<file path="src/rtl/spi_bus_arbiter.sv">
`default_nettype none
// ============================================================================
// Module   : spi_bus_arbiter
// Purpose  : Owns the shared SPI pins (SCK/MOSI) and serialises round-robin
//            access by the preamp gain loader and the DAC writer. SCK is
//            derived from clock_in by a programmable divider. Exactly one
//            chip select is driven low at a time, and the other on-board SPI
//            parts are held deselected.
// Options  : `define SPI_READBACK_EN adds SPI_MISO capture with per-client
//            read-back registers (amp_rdata / dac_rdata).
// Revision : 1.0  initial release
// ============================================================================
module spi_bus_arbiter #(
    parameter int CLK_DIV  = 2,   // clock_in cycles per SCK half-period (>=1)
    parameter int AMP_BITS = 8,   // amp frame length
    parameter int DAC_BITS = 32,  // DAC frame length (>= AMP_BITS)
    parameter int GAP_CYC  = 4    // minimum all-CS-high cycles between frames
) (
    input  logic                clock_in,
    input  logic                rst_n,
    input  logic                amp_req,
    input  logic [AMP_BITS-1:0] amp_data,
    output logic                amp_done,
    input  logic                dac_req,
    input  logic [DAC_BITS-1:0] dac_data,
    output logic                dac_done,
    output logic                busy,
`ifdef SPI_READBACK_EN
    input  logic                SPI_MISO,
    output logic [AMP_BITS-1:0] amp_rdata,
    output logic [DAC_BITS-1:0] dac_rdata,
`endif
    output logic                SPI_SCK,
    output logic                SPI_MOSI,
    output logic                AMP_CS,
    output logic                DAC_CS,
    output logic                AMP_SHDN,
    output logic                DAC_CLR,
    output logic                SPI_SS_B,
    output logic                SF_CE0,
    output logic                FPGA_INIT_B,
    output logic                AD_CONV
);

    localparam int BW = $clog2(DAC_BITS) + 1;
    localparam int DW = (CLK_DIV > 1) ? $clog2(CLK_DIV) : 1;
    localparam int GW = (GAP_CYC > 1) ? $clog2(GAP_CYC) : 1;

    localparam logic [DW-1:0] c_DIV_LAST = DW'(CLK_DIV - 1);
    localparam logic [GW-1:0] c_GAP_LAST = GW'(GAP_CYC - 1);
    localparam logic [BW-1:0] c_AMP_LAST = BW'(AMP_BITS - 1);
    localparam logic [BW-1:0] c_DAC_LAST = BW'(DAC_BITS - 1);

    typedef enum logic [2:0] {
        S_IDLE   = 3'd0,
        S_SETUP  = 3'd1,
        S_SCK_HI = 3'd2,
        S_SCK_LO = 3'd3,
        S_HOLD   = 3'd4,
        S_GAP    = 3'd5
    } state_t;

    state_t              r_state;
    logic [DW-1:0]       r_div;
    logic [GW-1:0]       r_gap;
    logic [BW-1:0]       r_bit_cnt;
    logic [DAC_BITS-1:0] r_shift;
    logic                r_sel_dac;     // client owning the current frame
    logic                r_last_dac;    // round-robin pointer: last client granted
    logic                r_hold_tail;   // second half of the HOLD period
    logic                r_amp_pend;
    logic                r_dac_pend;
    logic                r_sck;
    logic                r_amp_cs;
    logic                r_dac_cs;
    logic                r_amp_done;
    logic                r_dac_done;

    logic                w_div_end;
    logic                w_amp_want;
    logic                w_dac_want;
    logic                w_pick_dac;
    logic                w_grant;
    logic [BW-1:0]       w_last_bit;
    logic                w_hi_entry;
    logic                w_frame_end;
    logic [DAC_BITS-1:0] w_amp_aligned;

    // A request counts in the same cycle it arrives, so an idle bus answers
    // one cycle after the request edge.
    assign w_amp_want  = r_amp_pend | amp_req;
    assign w_dac_want  = r_dac_pend | dac_req;
    // On a tie the client not served last wins.
    assign w_pick_dac  = w_dac_want & (~w_amp_want | ~r_last_dac);
    // Grants happen in IDLE or in the final GAP cycle, so a queued frame
    // follows the previous one after exactly GAP_CYC cycles with CS high.
    assign w_grant     = (w_amp_want | w_dac_want) &
                         ((r_state == S_IDLE) | ((r_state == S_GAP) & (r_gap == c_GAP_LAST)));
    assign w_div_end   = (r_div == c_DIV_LAST);
    assign w_last_bit  = r_sel_dac ? c_DAC_LAST : c_AMP_LAST;
    assign w_hi_entry  = w_div_end & ((r_state == S_SETUP) | (r_state == S_SCK_LO));
    assign w_frame_end = w_div_end & (r_state == S_HOLD) & r_hold_tail;
    // Amp words share the shift register, left-aligned so MOSI is always the MSB.
    assign w_amp_aligned = DAC_BITS'(amp_data) << (DAC_BITS - AMP_BITS);

    // Half-period divider: runs in every timed state and wraps at CLK_DIV-1.
    always_ff @(posedge clock_in or negedge rst_n) begin
        if (!rst_n) begin
            r_div <= '0;
        end else if ((r_state inside {S_IDLE, S_GAP}) || w_div_end) begin
            r_div <= '0;
        end else begin
            r_div <= r_div + DW'(1);
        end
    end

    // Pending flags: set by any request cycle, cleared only in the grant cycle.
    always_ff @(posedge clock_in or negedge rst_n) begin
        if (!rst_n) begin
            r_amp_pend <= 1'b0;
            r_dac_pend <= 1'b0;
        end else begin
            if (w_grant && !w_pick_dac) begin
                r_amp_pend <= 1'b0;
            end else if (amp_req) begin
                r_amp_pend <= 1'b1;
            end
            if (w_grant && w_pick_dac) begin
                r_dac_pend <= 1'b0;
            end else if (dac_req) begin
                r_dac_pend <= 1'b1;
            end
        end
    end

    // Frame sequencer; all bus pins come straight from these registers.
    always_ff @(posedge clock_in or negedge rst_n) begin
        if (!rst_n) begin
            r_state     <= S_IDLE;
            r_gap       <= '0;
            r_bit_cnt   <= '0;
            r_shift     <= '0;
            r_sel_dac   <= 1'b0;
            r_last_dac  <= 1'b1;
            r_hold_tail <= 1'b0;
            r_sck       <= 1'b0;
            r_amp_cs    <= 1'b1;
            r_dac_cs    <= 1'b1;
            r_amp_done  <= 1'b0;
            r_dac_done  <= 1'b0;
        end else begin
            r_amp_done <= 1'b0;
            r_dac_done <= 1'b0;
            case (r_state)
                S_IDLE: begin
                    r_gap <= '0;
                end
                S_SETUP, S_SCK_LO: begin
                    if (w_div_end) begin
                        r_state <= S_SCK_HI;
                        r_sck   <= 1'b1;
                    end
                end
                S_SCK_HI: begin
                    if (w_div_end) begin
                        r_sck <= 1'b0;
                        if (r_bit_cnt == w_last_bit) begin
                            r_state     <= S_HOLD;
                            r_hold_tail <= 1'b0;
                        end else begin
                            r_state   <= S_SCK_LO;
                            r_bit_cnt <= r_bit_cnt + BW'(1);
                            r_shift   <= {r_shift[DAC_BITS-2:0], 1'b0};
                        end
                    end
                end
                // HOLD spans a full SCK period after the last rising edge,
                // giving a CS-low window of (2N+2) half-periods.
                S_HOLD: begin
                    if (w_div_end) begin
                        if (!r_hold_tail) begin
                            r_hold_tail <= 1'b1;
                        end else begin
                            r_state    <= S_GAP;
                            r_gap      <= '0;
                            r_amp_cs   <= 1'b1;
                            r_dac_cs   <= 1'b1;
                            r_shift    <= '0;
                            r_amp_done <= ~r_sel_dac;
                            r_dac_done <= r_sel_dac;
                        end
                    end
                end
                S_GAP: begin
                    if (r_gap == c_GAP_LAST) begin
                        r_state <= S_IDLE;
                    end else begin
                        r_gap <= r_gap + GW'(1);
                    end
                end
                default: begin
                    r_state <= S_IDLE;
                end
            endcase
            // A grant overrides the IDLE/GAP bookkeeping above.
            if (w_grant) begin
                r_state    <= S_SETUP;
                r_sel_dac  <= w_pick_dac;
                r_last_dac <= w_pick_dac;
                r_bit_cnt  <= '0;
                r_sck      <= 1'b0;
                r_amp_cs   <= w_pick_dac;
                r_dac_cs   <= ~w_pick_dac;
                r_shift    <= w_pick_dac ? dac_data : w_amp_aligned;
            end
        end
    end

`ifdef SPI_READBACK_EN
    logic [DAC_BITS-1:0] r_rx;
    logic [AMP_BITS-1:0] r_amp_rdata;
    logic [DAC_BITS-1:0] r_dac_rdata;

    // MISO capture on each SCK rising edge; results published at frame end.
    always_ff @(posedge clock_in or negedge rst_n) begin
        if (!rst_n) begin
            r_rx        <= '0;
            r_amp_rdata <= '0;
            r_dac_rdata <= '0;
        end else begin
            if (w_grant) begin
                r_rx <= '0;
            end else if (w_hi_entry) begin
                r_rx <= {r_rx[DAC_BITS-2:0], SPI_MISO};
            end
            if (w_frame_end) begin
                if (r_sel_dac) begin
                    r_dac_rdata <= r_rx;
                end else begin
                    r_amp_rdata <= r_rx[AMP_BITS-1:0];
                end
            end
        end
    end

    assign amp_rdata = r_amp_rdata;
    assign dac_rdata = r_dac_rdata;
`endif

    assign busy        = (r_state != S_IDLE);
    assign amp_done    = r_amp_done;
    assign dac_done    = r_dac_done;
    assign SPI_SCK     = r_sck;
    assign SPI_MOSI    = r_shift[DAC_BITS-1];
    assign AMP_CS      = r_amp_cs;
    assign DAC_CS      = r_dac_cs;
    assign AMP_SHDN    = 1'b0;
    assign DAC_CLR     = 1'b1;
    assign SPI_SS_B    = 1'b1;
    assign SF_CE0      = 1'b1;
    assign FPGA_INIT_B = 1'b1;
    assign AD_CONV     = 1'b0;

endmodule
`default_nettype wire

</file>
<file path="config.mk">
export PLATFORM = sky130hd
export DESIGN_NAME = spi_bus_arbiter
export DESIGN_NICKNAME = d
export VERILOG_FILES = /design/src/rtl/spi_bus_arbiter.sv
export SDC_FILE = /design/constraint.sdc
export NUM_CORES = 1
export LEC_CHECK = 0
export ABC_AREA = 1
export ABC_CLOCK_PERIOD_IN_PS = 2100
export BUFFER_PORTS_ARGS = -buffer_cell sky130_fd_sc_hd__buf_2
export CORE_MARGIN = 4
export CORE_UTILIZATION = 63
export CTS_BUF_LIST = sky130_fd_sc_hd__clkbuf_8
export CTS_CLUSTER_DIAMETER = 60
export DETAILED_ROUTE_END_ITERATION = 10
export PLACE_DENSITY = 0.9
export SETUP_SLACK_MARGIN = 0.4
export SLEW_MARGIN = 40
export SYNTH_ARGS = -nofsm -noshare
export SYNTH_HDL_FRONTEND = slang
export SYNTH_SLANG_ARGS = --single-unit
</file>
<file path="constraint.sdc">
create_clock -name clock_in -period 2.1 [get_ports clock_in]
set_input_delay 0.42 -clock clock_in [delete_from_list [all_inputs] [get_ports clock_in]]
set_output_delay 0.42 -clock clock_in [all_outputs]
set_load 0.005 [all_outputs]
</file>
==> flow_metrics.py <==
metrics = {
    "clocking": {
        "cts_tree": "done",
        "ctsHtreeMaxLevel": 2,
        "cts_num_sinks": 54,
        "cts_buffers": 5,
        "clockRootBuffer": "clkbuf_8",
        "cts.path.max_buffers": 2,
        "clock_latency_ns": 0.31,
        "cts.clk_slew.worst_paths_ns": 0.10,
    },
    "drt": {
        "topRoutingLayerUsed": "met4",
        "initialDrtViolationCount": 353,
        "routed-wl-met3_um": 913,
        "routed_wl_mm": 9.27,
        "num_vias": 3415,
        "routed-wl-met2_mm": 4.32,
        "firstDrtPassIters": 8,
        "postRouteAntennaNets": 0,
        "wl_met1_mm": 3.57,
        "drc": 0,
        "wl_per_cell_um": 15.5,
        "routed_via_density": 5.71,
    },
    "die": {
        "die_height_um": 79.4,
        "die_w_um": 79.4,
        "die_area_um2": 6310,
        "io_pins": 57,
        "coreArea_um2": 4820,
        "start_util_pct": 66.7,
        "std_cell_rows": 25,
    },
    "final_layout": {
        "final_cell_count_no_fill": 598,
        "final_util_pct": 78.9,
        "fin_area_um2": 3800,
        "antennaDiodeCount": 0,
        "fin_nets": 576,
        "drive_above_1_share_pct": 19.8,
        "layout_commonest_cell": "nand2_1",
        "layout_common_cells": "191 x nand2_1, 72 x nand3_1, 50 x buf_2",
        "syn2layout_area_growth_pct": 18.3,
    },
    "synthesis": {
        "synth_top_area_share_pct": 39.7,
        "synthXorXnorAreaFrac_pct": 0.817,
        "synth_area_um2": 3210,
        "synth_cell_types": 28,
        "muxShareOfSynthArea_pct": 0,
        "synth.ff_latch_count": 54,
        "yosys-top-cells-area": "dfrtp_1 40%, nand2_1 23%, nand3_1 11%",
        "synth_top_family_by_area": "simple AND/OR/NAND/NOR gates",
        "synth-edff-count": 0,
        "synth_seq_area_share_pct": 42.2,
        "syn_inst": 478,
        "synth_top_area_cell": "dfrtp_1",
        "synth_compound_area_share_pct": 2.61,
        "ys_async_sr_fraction_pct": 100,
        "synth_flop_cell": "dfrtp_1",
        "syn_area_per_cell_um2": 6.72,
        "ys_warn_count": 0,
        "synthSimpleGateAreaFrac_pct": 42.8,
        "synth_fa_ha_area_share_pct": 0.779,
    },
    "setup_path": {
        "worstPathArrival_ns": 1.96,
        "critPathLaunchType": "flip-flop",
        "crit_type": "flip-flop to flip-flop",
        "path_max_fanout": 11,
        "crit_required_ns": 2.31,
        "timing.critical_path.to_type": "flip-flop",
    },
    "grt": {
        "gr-total-overflow": 0,
        "grt_max_degree": 55,
        "grt_pass1_vias": 2868,
        "grt_pass1_wl_mm": 12.8,
        "track_usage_pct": 25.4,
        "antenna_found_initial": 0,
    },
    "pwr": {
        "ir_drop_v": 0.000898,
        "power_density_nw_per_um2": 1450,
        "leakagePower_nw": 2.15,
    },
    "timing": {
        "fin_tns_setup_ns": 0,
        "finalMaxSlewViolations": 0,
        "rsz0062_at_grt": "yes",
        "timing.final.crit_share_pct": 83.6,
        "fin_skew_ns": 0.00435,
        "max_freq_mhz": 570,
        "hold_viol_final": 0,
        "final.min_clock_period_ns": 1.76,
        "setup_viol": 0,
    },
    "run": {
        "maxCapViolations": 0,
    },
    "placement": {
        "place_inst": 582,
        "dp_hpwl_mm": 5.00,
        "placed_area_um2": 3510,
        "port_buffers": 50,
        "gp_congestion": 0.878,
    },
    "min_path": {
        "hold_path_class": "input pin to asynchronous set/reset pin",
    },
    "outcome": {
        "status": "finished, final reports clean",
    },
}
## where the power goes
| group | switching, W | internal [W] | leakage (nW) |
|---|---|---|---|
| sequential | 0.000262 | 0.00141 | 0.694 |
| combinational | 0.00203 | 0.00117 | 1.41 |
| clock | 0.000357 | 0.000266 | 0.0472 |
## cells in the mapped netlist, types with 2 or more instances
library cell	count
a21oi_1	2
buf_2	11
buf_4	10
clkbuf_1	6
conb_1	2
dfrtp_1	51
dfstp_2	3
ha_1	2
inv_1	44
inv_2	3
nand2_1	195
nand2_2	3
nand2_4	2
nand3_1	73
nor2_1	45
o21a_1	2
o21ai_0	6
o21ai_1	4
or2_2	3
xor2_1	3
## flip-flops by register name, summed over array words and instances, names as in the netlist, 2 cells and up
register   cells
r_gap          2
r_state        3
r_shift       32
r_bit_cnt      6
## path summary, 6_finish.rpt
check                               end  cells after the start  slack [ns]        start
max                         r_shift[23]                      9        0.34   r_state[1]
min                        r_bit_cnt[3]                      2        0.09        rst_n
max reg2reg                 r_shift[23]                      9        0.34   r_state[1]
min reg2reg                  r_shift[8]                      2        0.48   r_shift[8]
max in group asynchronous    r_last_dac                      2        1.74        rst_n
min in group clock_in        r_shift[0]                      3        0.34  dac_data[0]
## logic make-up (layout without fill, tap and decap cells)
group	Yosys count	after routing
XOR/XNOR	3	3
other	2	6
buffers and inverters	75	124
AO/OA/AOI/OAI	15	15
AND/OR/NAND/NOR	327	327
adder cells (fa/ha/maj)	2	2
flip-flops	54	54
## metrics by stage
step,hold slack [ns],total power (W),setup slack (ns)
6_report,0.0866,0.00550,0.345
5_1_grt,0.0964,0.00590,0.314
4_1_cts,0.103,0.00494,0.385
3_5_place_dp,0.440,0.00427,0.206
3_3_place_gp,0.436,0.00415,0.273
2_1_floorplan,0.124,0.00363,0.599
## worst max-delay path: stages (launching register included)
cell,delay [ns]
dfrtp_2,0.46
inv_1,0.18
nand4_2,0.17
nand2_4,0.13
nand2_4,0.11
nand3_4,0.14
nand2_8,0.09
clkbuf_16,0.19
nand2_1,0.10
nand2_1,0.08
## what timing repair did
action / CTS / global route
gates cloned: 0 / 2
buffers inserted: 0 / 6
hold buffers: 0 / 0
resized for setup: 5 / 20
endpoints found under the setup margin: 34 / 44
pin swaps: 0 / 3
## area by class of cell
type,instances,area [um^2]
Clock buffer,6,82.6
Clock inverter,2,12.5
Fill cell,341,1020
Inverter,47,176
Multi-Input combinational cell,353,1590
Sequential cell,54,1360
Tap cell,67,83.8
Timing Repair Buffer,69,494
## per-layer routing
metal / track usage (%) / vias up
met3: 4.51 / 66
li1: - / 1563
met2: 42.9 / 237
met4: 7.56 / 0
met1: 33.3 / 1549
met5: 0 / -
Note: power is estimated with default switching activity, not from simulation.
